`config.mk`:
```
export PLATFORM = sky130hd
export DESIGN_NAME = frv_mem_arbiter
export DESIGN_NICKNAME = d
export VERILOG_FILES = /design/src/rtl/frv_mem_pkg.sv /design/src/rtl/frv_mem_arb_prio.sv /design/src/rtl/frv_mem_arbiter.sv
export SDC_FILE = /design/constraint.sdc
export NUM_CORES = 1
export LEC_CHECK = 0
export CAP_MARGIN = 25
export CORE_AREA = 2 2 123 125
export DETAILED_ROUTE_END_ITERATION = 12
export DIE_AREA = 0 0 125 127
export PLACE_DENSITY = 0.64
export SYNTH_ARGS = -nofsm -noshare
export SYNTH_HDL_FRONTEND = slang
export SYNTH_SLANG_ARGS = --single-unit
```
`constraint.sdc`:
```
create_clock -name g_clk -period 1.9 [get_ports g_clk]
set_clock_uncertainty 0.05 [all_clocks]
set_input_delay 0.38 -clock g_clk [delete_from_list [all_inputs] [get_ports g_clk]]
set_output_delay 0.38 -clock g_clk [all_outputs]
set_load 0.02 [all_outputs]
```
`src/rtl/frv_mem_pkg.sv`:
```
`default_nettype none
// ============================================================================
// Module      : frv_mem_pkg
// Description : Shared types and constants for the fetch/load-store memory
//               arbiter.
// Revision    : 1.0 - initial release
// ============================================================================
package frv_mem_pkg;

    typedef enum logic [1:0] {
        IDLE   = 2'd0,
        LOCK_I = 2'd1,
        LOCK_D = 2'd2
    } state_t;

    // Owner encoding doubles as the bit index into the one-hot select.
    localparam logic c_OWN_I = 1'b0;
    localparam logic c_OWN_D = 1'b1;

    localparam int c_RSP_LATENCY = 1;

endpackage
`default_nettype wire

```
`src/rtl/frv_mem_arb_prio.sv`:
```
`default_nettype none
// ============================================================================
// Module      : frv_mem_arb_prio
// Description : Fixed-priority select between imem and dmem with a
//               starvation override for the losing side.
// Revision    : 1.0 - initial release
// ============================================================================
module frv_mem_arb_prio
    import frv_mem_pkg::*;
#(
    parameter int D_PRIORITY = 1,
    parameter int MAX_BURST  = 4
) (
    input  logic       i_imem_req,
    input  logic       i_dmem_req,
    input  logic [3:0] i_starve_cnt,
    output logic [1:0] o_sel
);

    localparam logic [3:0] c_MAX_BURST = 4'(MAX_BURST);
    localparam logic       c_D_WINS    = (D_PRIORITY != 0);

    logic w_starved;

    assign w_starved = (i_starve_cnt == c_MAX_BURST);

    always_comb begin
        o_sel = 2'b00;
        if (i_imem_req && i_dmem_req) begin
            // A starved loser flips the tie for exactly one grant.
            if (c_D_WINS != w_starved) begin
                o_sel[c_OWN_D] = 1'b1;
            end else begin
                o_sel[c_OWN_I] = 1'b1;
            end
        end else if (i_dmem_req) begin
            o_sel[c_OWN_D] = 1'b1;
        end else if (i_imem_req) begin
            o_sel[c_OWN_I] = 1'b1;
        end
    end

endmodule
`default_nettype wire

```
`src/rtl/frv_mem_arbiter.sv`:
```
`default_nettype none
// ============================================================================
// Module      : frv_mem_arbiter
// Description : Shares one req/gnt memory port between instruction fetch and
//               load/store, with request locking and response routing.
// Revision    : 1.0 - initial release
// ============================================================================
module frv_mem_arbiter
    import frv_mem_pkg::*;
#(
    parameter int XLEN       = 32,
    parameter int D_PRIORITY = 1,
    parameter int MAX_BURST  = 4
) (
    input  logic            g_clk,
    input  logic            g_reset,

    input  logic            i_req,
    input  logic            i_wen,
    input  logic [3:0]      i_strb,
    input  logic [XLEN-1:0] i_wdata,
    input  logic [XLEN-1:0] i_addr,
    output logic            i_gnt,
    output logic            i_error,
    output logic [XLEN-1:0] i_rdata,

    input  logic            d_req,
    input  logic            d_wen,
    input  logic [3:0]      d_strb,
    input  logic [XLEN-1:0] d_wdata,
    input  logic [XLEN-1:0] d_addr,
    output logic            d_gnt,
    output logic            d_error,
    output logic [XLEN-1:0] d_rdata,

    output logic            m_req,
    output logic            m_wen,
    output logic [3:0]      m_strb,
    output logic [XLEN-1:0] m_wdata,
    output logic [XLEN-1:0] m_addr,
    input  logic            m_gnt,
    input  logic            m_error,
    input  logic [XLEN-1:0] m_rdata
);

    localparam logic [3:0] c_MAX_BURST = 4'(MAX_BURST);
    localparam logic       c_TIE_WIN   = (D_PRIORITY != 0) ? c_OWN_D : c_OWN_I;

    state_t                   r_state;
    state_t                   w_state_nxt;
    logic [3:0]               r_starve_cnt;
    logic [c_RSP_LATENCY-1:0] r_rsp_vld;
    logic                     r_rsp_owner;

    logic [1:0] w_prio_sel;
    logic [1:0] w_sel;
    logic       w_xfer;
    logic       w_xfer_owner;
    logic       w_oth_req;
    logic       w_win_gnt;
    logic       w_oth_gnt;
    logic       w_rsp_i;
    logic       w_rsp_d;

    frv_mem_arb_prio #(
        .D_PRIORITY (D_PRIORITY),
        .MAX_BURST  (MAX_BURST)
    ) u_prio (
        .i_imem_req   (i_req),
        .i_dmem_req   (d_req),
        .i_starve_cnt (r_starve_cnt),
        .o_sel        (w_prio_sel)
    );

    // Reset blanks the select so every output reads zero while it is held.
    always_comb begin
        w_sel = 2'b00;
        if (!g_reset) begin
            case (r_state)
                IDLE:    w_sel = w_prio_sel;
                LOCK_I:  w_sel[c_OWN_I] = 1'b1;
                LOCK_D:  w_sel[c_OWN_D] = 1'b1;
                default: w_sel = 2'b00;
            endcase
        end
    end

    always_comb begin
        m_req   = 1'b0;
        m_wen   = 1'b0;
        m_strb  = 4'b0000;
        m_wdata = '0;
        m_addr  = '0;
        if (w_sel[c_OWN_D]) begin
            m_req   = d_req;
            m_wen   = d_wen;
            m_strb  = d_strb;
            m_wdata = d_wdata;
            m_addr  = d_addr;
        end else if (w_sel[c_OWN_I]) begin
            m_req   = i_req;
            m_wen   = i_wen;
            m_strb  = i_strb;
            m_wdata = i_wdata;
            m_addr  = i_addr;
        end
    end

    assign i_gnt        = m_gnt & w_sel[c_OWN_I];
    assign d_gnt        = m_gnt & w_sel[c_OWN_D];
    assign w_xfer       = m_req & m_gnt;
    assign w_xfer_owner = w_sel[c_OWN_D] ? c_OWN_D : c_OWN_I;

    always_comb begin
        w_state_nxt = r_state;
        case (r_state)
            IDLE: begin
                if (w_sel[c_OWN_I] && !m_gnt) begin
                    w_state_nxt = LOCK_I;
                end else if (w_sel[c_OWN_D] && !m_gnt) begin
                    w_state_nxt = LOCK_D;
                end
            end
            // A lock ends on the grant or when its owner abandons the request.
            LOCK_I:  if (m_gnt || !i_req) w_state_nxt = IDLE;
            LOCK_D:  if (m_gnt || !d_req) w_state_nxt = IDLE;
            default: w_state_nxt = IDLE;
        endcase
    end

    always_ff @(posedge g_clk) begin
        if (g_reset) begin
            r_state <= IDLE;
        end else begin
            r_state <= w_state_nxt;
        end
    end

    assign w_oth_req = (c_TIE_WIN == c_OWN_D) ? i_req : d_req;
    assign w_win_gnt = w_xfer && (w_xfer_owner == c_TIE_WIN);
    assign w_oth_gnt = w_xfer && (w_xfer_owner != c_TIE_WIN);

    always_ff @(posedge g_clk) begin
        if (g_reset) begin
            r_starve_cnt <= 4'd0;
        end else if (!w_oth_req || w_oth_gnt) begin
            r_starve_cnt <= 4'd0;
        end else if (w_win_gnt && (r_starve_cnt < c_MAX_BURST)) begin
            r_starve_cnt <= r_starve_cnt + 4'd1;
        end
    end

    always_ff @(posedge g_clk) begin
        if (g_reset) begin
            r_rsp_vld   <= '0;
            r_rsp_owner <= c_OWN_I;
        end else begin
            r_rsp_vld <= w_xfer;
            if (w_xfer) begin
                r_rsp_owner <= w_xfer_owner;
            end
        end
    end

    // Response path is the only combinational route from m_rdata/m_error.
    assign w_rsp_i = r_rsp_vld[c_RSP_LATENCY-1] & ~g_reset & (r_rsp_owner == c_OWN_I);
    assign w_rsp_d = r_rsp_vld[c_RSP_LATENCY-1] & ~g_reset & (r_rsp_owner == c_OWN_D);

    assign i_error = m_error & w_rsp_i;
    assign d_error = m_error & w_rsp_d;
    assign i_rdata = w_rsp_i ? m_rdata : '0;
    assign d_rdata = w_rsp_d ? m_rdata : '0;

endmodule
`default_nettype wire

```
# Word-level counts from Yosys, hierarchy flattened
# Index checks and enable logic that the tools add are counted.
classes:
  add_sub_neg: 1
  order_cmp: 1
  eq_ne: 6
  n_mux: 27
  n_bitwise: 11
  reduce_logical: 15
op_table:
  columns: ["cell", "n"]
  rows:
  - ["$mux W32", 6]
  - ["$mux W2", 6]
  - ["$mux W1", 10]
  - ["$and A1 B1 Y1", 8]
  - ["$mux W4", 2]
  - ["$logic_and A1 B1 Y1", 6]
  - ["$pmux W2 S3", 1]
  - ["$add A4 B1 Y4 const B", 1]
  - ["$eq A4 B3 Y1 const B", 1]
  - ["$lt A4 B3 Y1 const B", 1]
  - ["$ne A2 B2 Y1 const B", 2]
  - ["$pmux W1 S2", 2]
  - ["$logic_not A1 Y1", 3]
  - ["$logic_or A1 B1 Y1", 3]
  - ["$ne A3 B3 Y1 const B", 1]
  - ["$not A1 Y1", 3]
  - ["$reduce_and A3 Y1", 1]
  - ["$eq A2 B1 Y1 const B", 1]
  - ["$eq A2 B2 Y1 const B", 1]
  - ["$logic_not A2 Y1", 1]
  - ["$reduce_or A2 Y1", 1]
totals:
  ff_bits: 8
  inputBits: 176
  output_inout_bits: 138

# Longest topological paths before layout
# Gate-level depths: netlist of run 1.
depth:
  depth_word: 11
  mapped_depth: 8
  ltp_nobuf: 5

# Hierarchy
# Synthesis of run 1 repeated with hierarchy kept, for this count alone.
unflattened:
  hier_cells: 217
  area_unflattened_um2: 1655.3
modules_own_cells:
  columns: ["module", "n_inst", "cells_each", "area_each_um2", "seq_area_each_um2"]
  rows:
  - ["frv_mem_arbiter", 1, 213, 1629.1, 160.2]
  - ["frv_mem_arb_prio", 1, 4, 26.3, 0.0]

# Least setup slack after synthesis of run 1
# Ideal clock, no wire load.
synth_path:
  path_kind: "reg2out"
  start: "register r_starve_cnt[0]"
  end: "output m_addr[0]"
  t_arrival_ns: 1.706
  required_time_ns: 1.470
  path_slack_ns: -0.236
  path_stages_with_launch: 7
  path_cell_list: "dfxtp_1 -> inv_1 -> ha_1 -> nand3b_2 -> a2111oi_4 -> buf_6 -> a22o_1"
synth_between:
  elab_chain_len: 7
  elab_cells_between_ends: 9
  cone_classes: "eq/ne: 1; mux: 8"
synth_rtl:
  columns: ["element", "line", "rtl"]
  rows:
  - ["start, declared", "frv_mem_arbiter.sv:51", "logic [3:0] r_starve_cnt;"]
  - ["start signal, assigned", "frv_mem_arbiter.sv:149", "r_starve_cnt <= r_starve_cnt + 4'd1;"]
  - ["$eq A4 B3 Y1 *", "frv_mem_arb_prio.sv:25", "assign w_starved = (i_starve_cnt == c_MAX_BURST);"]
  - ["$mux W1", "frv_mem_arb_prio.sv:31", "if (c_D_WINS != w_starved) begin"]
  - ["$mux W2 *", "frv_mem_arb_prio.sv:29", "if (i_imem_req && i_dmem_req) begin"]
  - ["$pmux W1 S2", "frv_mem_arbiter.sv:79", "case (r_state)"]
  - ["$mux W2 *", "frv_mem_arbiter.sv:78", "if (!g_reset) begin"]
  - ["$mux W32", "frv_mem_arbiter.sv:100", "end else if (w_sel[c_OWN_I]) begin"]
  - ["$mux W32 *", "frv_mem_arbiter.sv:94", "if (w_sel[c_OWN_D]) begin"]
  - ["end, declared", "frv_mem_arbiter.sv:40", "output logic [XLEN-1:0] m_addr,"]
# Every way passes the cells marked *; elsewhere a longest branch is shown, timed or not.

# Worst setup path after layout of run 1
layout_path:
  start: "register r_starve_cnt[1]"
  end: "output m_wdata[18]"
layout_between:
  elab_chain_len: 7
  elab_cells_between_ends: 9
  cone_classes: "eq/ne: 1; mux: 8"
layout_rtl:
  columns: ["element", "line", "rtl"]
  rows:
  - ["$eq A4 B3 Y1 *", "frv_mem_arb_prio.sv:25", null]
  - ["$mux W1", "frv_mem_arb_prio.sv:31", null]
  - ["$mux W2 *", "frv_mem_arb_prio.sv:29", null]
  - ["$pmux W1 S2", "frv_mem_arbiter.sv:79", null]
  - ["$mux W2 *", "frv_mem_arbiter.sv:78", null]
  - ["$mux W32", "frv_mem_arbiter.sv:100", null]
  - ["$mux W32 *", "frv_mem_arbiter.sv:94", null]
  - ["end, declared", "frv_mem_arbiter.sv:39", "output logic [XLEN-1:0] m_wdata,"]
# Marked as above.

==> results of run 1 <==
[worst max-delay path: stages (launching register included)]
cell       delay (ns)
dfxtp_2          0.32
inv_2            0.08
ha_4             0.15
nand3b_4         0.09
a2111oi_4        0.30
buf_6            0.21
buf_16           0.13
buf_12           0.10
buf_12           0.09
a22o_1           0.15
buf_6            0.13
[synthesized netlist by cell type]
cell type	instances	area, um^2
inv_1	3	11.3
and3b_1	1	8.76
ha_1	2	25.0
a22o_1	69	604
a2111oi_4	1	27.5
nand2b_1	2	12.5
nor4_1	1	6.26
a211oi_1	3	22.5
nor3_1	2	10.0
nor2b_1	1	6.26
dfxtp_1	8	160
a21o_1	2	15.0
nand3b_2	1	11.3
nand4b_1	1	8.76
buf_8	5	75.1
a21oi_1	2	10.0
nor3b_1	3	22.5
o21ai_0	1	5.00
and2_1	67	419
nand3_1	2	10.0
nor2_1	5	18.8
clkbuf_1	7	26.3
a2111oi_0	1	8.76
nor2b_4	1	13.8
o211ai_1	1	7.51
a31oi_1	1	6.26
nor4b_1	1	8.76
buf_6	10	113
a31o_1	1	8.76
and4bb_4	1	16.3
[stage by stage]
step	cells	worst slack, ns
after detailed placement	702	-1.12
after floorplan	206	-0.158
final	752	-0.525
after global routing	752	-0.574
after CTS	741	-0.666
after global placement	702	-1.07
[repair_timing]
item,4_1_cts,5_1_grt
pin swaps,6,29
setup buffers,28,15
gates cloned,9,3
endpoints found under the setup margin,138,126
endpoints found under the hold margin,0,0
resized for setup,651,96
[state kept, by name (all words and copies together), names as in the netlist]
name          count
r_rsp_owner       1
r_rsp_vld         1
r_starve_cnt      4
r_state           2
[layer usage]
| metal | part of all wire, % | vias up | global-route usage (%) | routed length [um] |
|---|---|---|---|---|
| met3 | 7.6 | 13 | 3.10 | 1100 |
| met1 | 39 | 1529 | 18.9 | 5680 |
| met4 | 1.4 | 0 | 2.55 | 207 |
| met5 | 0 | - | 0 | 0 |
| li1 | - | 1502 | - | - |
| met2 | 52 | 194 | 30.3 | 7490 |
[power groups by stage]
stage	clock (mW)	sequential, mW	combinational (mW)
after floorplan	0	0.179	0.439
after global placement	0	0.180	1.11
after detailed placement	0	0.180	1.12
after CTS	0.368	0.178	1.30
after global routing	0.384	0.179	1.43
final	0.364	0.178	1.37
[logic make-up after synthesis]
logic type,Yosys count,share of synthesized area [%]
DFF,8,9.43
and+or+nand+nor,89,33.7
adders and majority gates,2,1.47
AOI/OAI and AO/OA,82,42.1
buffers and inverters,25,13.3
[final cells by class]
type / count / area, um^2 / share of cell area [%]
well taps: 184 / 230 / 3.90
repair buffers: 380 / 3900 / 66.1
multi-input cells: 173 / 1520 / 25.7
inverters: 3 / 11.3 / 0.191
diodes: 1 / 2.50 / 0.0424
flip-flops and latches: 8 / 163 / 2.76
clock buffers: 3 / 75.1 / 1.27
[cell usage in the layout (no fill, tap or decap), types with 2 or more instances in the layout]
cell             count
nor3b_1              2
clkbuf_16            6
dlygate4sd2_1        2
a22o_4              11
and2_1              57
a21o_1               2
inv_2                2
dfxtp_2              2
buf_8                4
buf_2               43
a22o_1              58
buf_6               92
buf_16               6
and2_4              10
buf_12              14
nor2_1               5
nor2b_4              2
buf_4               44
nand3_1              2
nor3_1               2
clkdlybuf4s50_1    172
dfxtp_1              6
a211oi_1             3
[worst paths after layout]
kind	startpoint	end	slack, ns	cells past startpoint
setup / recovery	r_starve_cnt[1]$_SDFFE_PP0P_	m_wdata[18]	-0.53	10
hold / removal	g_reset	r_rsp_owner$_SDFFE_PP0N_	0.39	3
setup reg to reg	r_starve_cnt[1]$_SDFFE_PP0P_	r_state[0]$_SDFFE_PP0P_	0.29	6
hold reg to reg	r_starve_cnt[3]$_SDFFE_PP0P_	r_starve_cnt[3]$_SDFFE_PP0P_	0.45	1
==> results.sh, run 1 <==
export IMPL_status="finished, violations left"
export IMPL_violations="negative setup slack"
export IMPL_grt_pass1_vias=3479
export IMPL_power_internal_mw=1.28
export IMPL_rsz0062_at_grt="yes"
export IMPL_fin_nets=747
export IMPL_dieArea_mm2=0.0159
export IMPL_netSwitchingFraction_pct=33.3
export IMPL_fill_cells=1417
export IMPL_wl_mm=14.5
export IMPL_placed_cell_area_mm2=0.00512
export IMPL_syn_avg_cell_area_um2=8.25
export IMPL_ctsRootBufferMaster="clkbuf_16"
export IMPL_fin_setup_tns_ns=-31.33
export IMPL_worst_setup_path_end_kind="output pin"
export IMPL_comb_power_share_pct=71.7
export IMPL_place_hpwl_mm=9.34
export IMPL_ys_seq_area_share_pct=9.43
export IMPL_grtUsageTotal_pct=16.0
export IMPL_hold_class="in -> reg"
export IMPL_startpoint_type="flip-flop"
export IMPL_antenna_found_initial=1
export IMPL_rows=44
export IMPL_fmax_mhz=412
export IMPL_wl_per_cell_um=19.3
export IMPL_drt_iter0_markers=81
export IMPL_pwr_share_clk_pct=19.0
export IMPL_synth_cells=206
export IMPL_finalPower_mw=1.91
export IMPL_layout_worst_path_cycle_share_pct=128
export IMPL_grt_pass1_wl_mm=20.0
export IMPL_grt_overflow=0
export IMPL_holdBufCountCts=0
export IMPL_cts_tree="built"
export IMPL_clkLatencyLatePin_ns=0.24
export IMPL_coreArea_mm2=0.0144
export IMPL_cts_sinks=8
export IMPL_numCtsBuffers=3
export IMPL_period_minus_slack_ns=2.43
export IMPL_p_leak_nw=2.68
export IMPL_cts_path_max_buffers=2
export IMPL_required_ns=1.47
export IMPL_setup_viol=71
export IMPL_ys_warn_count=0
export IMPL_vias=3238
export IMPL_finalHoldViolCount=0
export IMPL_num_io_pins=314
export IMPL_drive_gt1_share_pct=43.4
export IMPL_cp_max_fo=4
export IMPL_p_seq_share_pct=9.3
export IMPL_tightest_slew_ns=0.522
export IMPL_via_per_inst=4.31
export IMPL_start_util_pct=11.8
export IMPL_maxSlewHeadroom_pct=64.3
export IMPL_grt_max_degree=18
export IMPL_gp_congestion=0.889
export IMPL_firstDrtPassIters=4
export IMPL_clkTransAtPathRegs_ns=0.04
export IMPL_synth_area_mm2=0.00170
export IMPL_die_x_um=125
export IMPL_remaining_drc_errors=0
export IMPL_power_density_mw_per_mm2=324
export IMPL_holdWs_ns=0.394
export IMPL_arrival_ns=2.00
export IMPL_syn_to_final_growth_pct=247
export IMPL_synth_seq_cells=8
export IMPL_die_height_um=127
export IMPL_power_switching_mw=0.638
export IMPL_peakVddDrop_mv=0.445
export IMPL_criticalPathCategory="reg -> out"
export IMPL_final_area_mm2=0.00590
export IMPL_ant_nets=0
export IMPL_syn_nets=384
export IMPL_final_core_util_pct=40.9
export IMPL_cap_violations=0
export IMPL_slew_violations=0
export IMPL_cts_htree_levels=1
export IMPL_io_buffers=313
export IMPL_synth_distinct_cells=30
export IMPL_setup_ws_ns=-0.525
(Power assumes the default switching activity.)
==> run 2, diff against run 1 <==
--- a/config.mk
+++ b/config.mk
@@ -10,6 +10,7 @@
 export DETAILED_ROUTE_END_ITERATION = 12
 export DIE_AREA = 0 0 125 127
 export PLACE_DENSITY = 0.64
+export SETUP_SLACK_MARGIN = 0.1
 export SYNTH_ARGS = -nofsm -noshare
 export SYNTH_HDL_FRONTEND = slang
 export SYNTH_SLANG_ARGS = --single-unit
==> results.sh, run 2 (synthesized netlist as in run 1, its figures left out) <==
export IMPL_critPathTopFamily="buffers and inverters"
export IMPL_grtUsageTotal_pct=15.4
export IMPL_largest_reg_flops=4
export IMPL_fmax_mhz=409
export IMPL_die_x_um=125
export IMPL_required_ns=1.47
export IMPL_criticalPathCategory="reg -> out"
export IMPL_grt_max_degree=19
export IMPL_dieArea_mm2=0.0159
export IMPL_firstDrtPassIters=4
export IMPL_via_per_inst=4.15
export IMPL_cap_violations=0
export IMPL_finalHoldViolCount=0
export IMPL_setup_ws_ns=-0.545
export IMPL_cp_max_fo=6
export IMPL_ctsRootBufferMaster="clkbuf_16"
export IMPL_rsz0062_at_grt="yes"
export IMPL_wl_mm=14.7
export IMPL_drive_gt1_share_pct=54.6
export IMPL_slew_violations=0
export IMPL_period_minus_slack_ns=2.45
export IMPL_numCtsBuffers=3
export IMPL_maxSlewHeadroom_pct=76.4
export IMPL_grt_overflow=0
export IMPL_arrival_ns=2.02
export IMPL_start_util_pct=11.8
export IMPL_clkLatencyLatePin_ns=0.23
export IMPL_final_common_cell="clkdlybuf4s50_1"
export IMPL_wl_per_cell_um=19.2
export IMPL_startpoint_type="flip-flop"
export IMPL_grt_pass1_vias=3297
export IMPL_fin_nets=764
export IMPL_max_flop_register="r_starve_cnt"
export IMPL_p_leak_nw=2.92
export IMPL_rows=44
export IMPL_slowest_delay_ns=0.32
export IMPL_hold_class="reg -> reg"
export IMPL_fin_setup_tns_ns=-34.88
export IMPL_cts_tree="built"
export IMPL_dp_slack_ns=-1.05
export IMPL_cp_num_buf_inv=5
export IMPL_peakVddDrop_mv=0.383
export IMPL_holdBufCountCts=0
export IMPL_power_density_mw_per_mm2=298
export IMPL_crit_slowest_cell="dfxtp_2"
export IMPL_crit_chain="inv_2, ha_4, buf_6, nand4b_1, a31o_4, buf_6, clkbuf_16, a22o_1, buf_6"
export IMPL_remaining_drc_errors=0
export IMPL_ant_nets=0
export IMPL_drt_iter0_markers=110
export IMPL_io_buffers=313
export IMPL_gp_congestion=0.846
export IMPL_setup_viol=71
export IMPL_vias=3185
export IMPL_grt_pass1_wl_mm=19.5
export IMPL_finalPower_mw=1.96
export IMPL_antenna_cells=0
export IMPL_place_hpwl_mm=10.1
export IMPL_cts_sinks=8
export IMPL_largestRegisters="r_starve_cnt x4, r_state x2"
export IMPL_clkTransAtPathRegs_ns=0.04
export IMPL_worst_setup_path_end_kind="output pin"
export IMPL_coreArea_mm2=0.0144
export IMPL_cts_htree_levels=1
export IMPL_tightest_slew_ns=0.345
export IMPL_die_height_um=127
export IMPL_num_io_pins=314
export IMPL_violations="negative setup slack"
export IMPL_status="finished, violations left"
export IMPL_layout_worst_path_cycle_share_pct=129
export IMPL_syn_to_final_growth_pct=289
export IMPL_antenna_found_initial=0
export IMPL_cpMostUsedCell="buf_6"
export IMPL_cts_path_max_buffers=2
export IMPL_fill_cells=1318
export IMPL_layout_common_cells="clkdlybuf4s50_1, buf_6, and2_4, a22o_1, buf_4"
[run 2: path summary, 6_finish.rpt]
path	start	to	slack, ns	cells past startpoint
max	r_starve_cnt[0]$_SDFFE_PP0P_	m_strb[3]	-0.55	9
min	r_rsp_owner$_SDFFE_PP0N_	r_rsp_owner$_SDFFE_PP0N_	0.47	2
max reg2reg	r_starve_cnt[0]$_SDFFE_PP0P_	r_starve_cnt[1]$_SDFFE_PP0P_	0.42	8
min reg2reg	r_rsp_owner$_SDFFE_PP0N_	r_rsp_owner$_SDFFE_PP0N_	0.47	2
[run 2: what timing repair did]
item | 4_1_cts | 5_1_grt
buffers inserted | 30 | 9
cloned | 9 | 9
resized for setup | 754 | 154
pin swaps | 34 | 54
endpoints found under the setup margin | 138 | 138
[run 2: through the flow]
step | instances | area, um^2 | util, % | hold slack, ns
3_5_place_dp | 709 | 5230 | 36.2 | 0.447
3_3_place_gp | 709 | 5230 | 36.2 | 0.440
4_1_cts | 751 | 5960 | 41.3 | 0.470
6_report | 768 | 6600 | 45.8 | 0.470
5_1_grt | 768 | 6600 | 45.8 | 0.504
2_1_floorplan | 206 | 1790 | - | 0.409
[run 2: worst min-delay path: cells and delay by family, from the launching register on]
kind	cells	cell delay, ns
compound gates	2	0.14
flops	1	0.33
[run 2: where the power goes]
group | internal (mW) | total (mW) | switching (mW)
clock network | 0.272 | 0.356 | 0.0845
logic | 0.891 | 1.43 | 0.539
registers | 0.173 | 0.178 | 0.00492
[run 2: area by class of cell]
cell class / count / area (um^2) / area share [%]
clock buffer: 3 / 75.1 / 1.14
inverter: 3 / 11.3 / 0.171
multi-input combinational: 173 / 1640 / 24.8
sequential: 8 / 163 / 2.46
tap: 184 / 230 / 3.49
timing repair buffer: 397 / 4480 / 67.9
[run 2: metal layers]
metal | part of all wire, % | global-route usage, %
met5 | 0 | 0
met3 | 4.9 | 2.60
met1 | 40 | 19.0
met2 | 54 | 28.8
met4 | 0.55 | 2.35
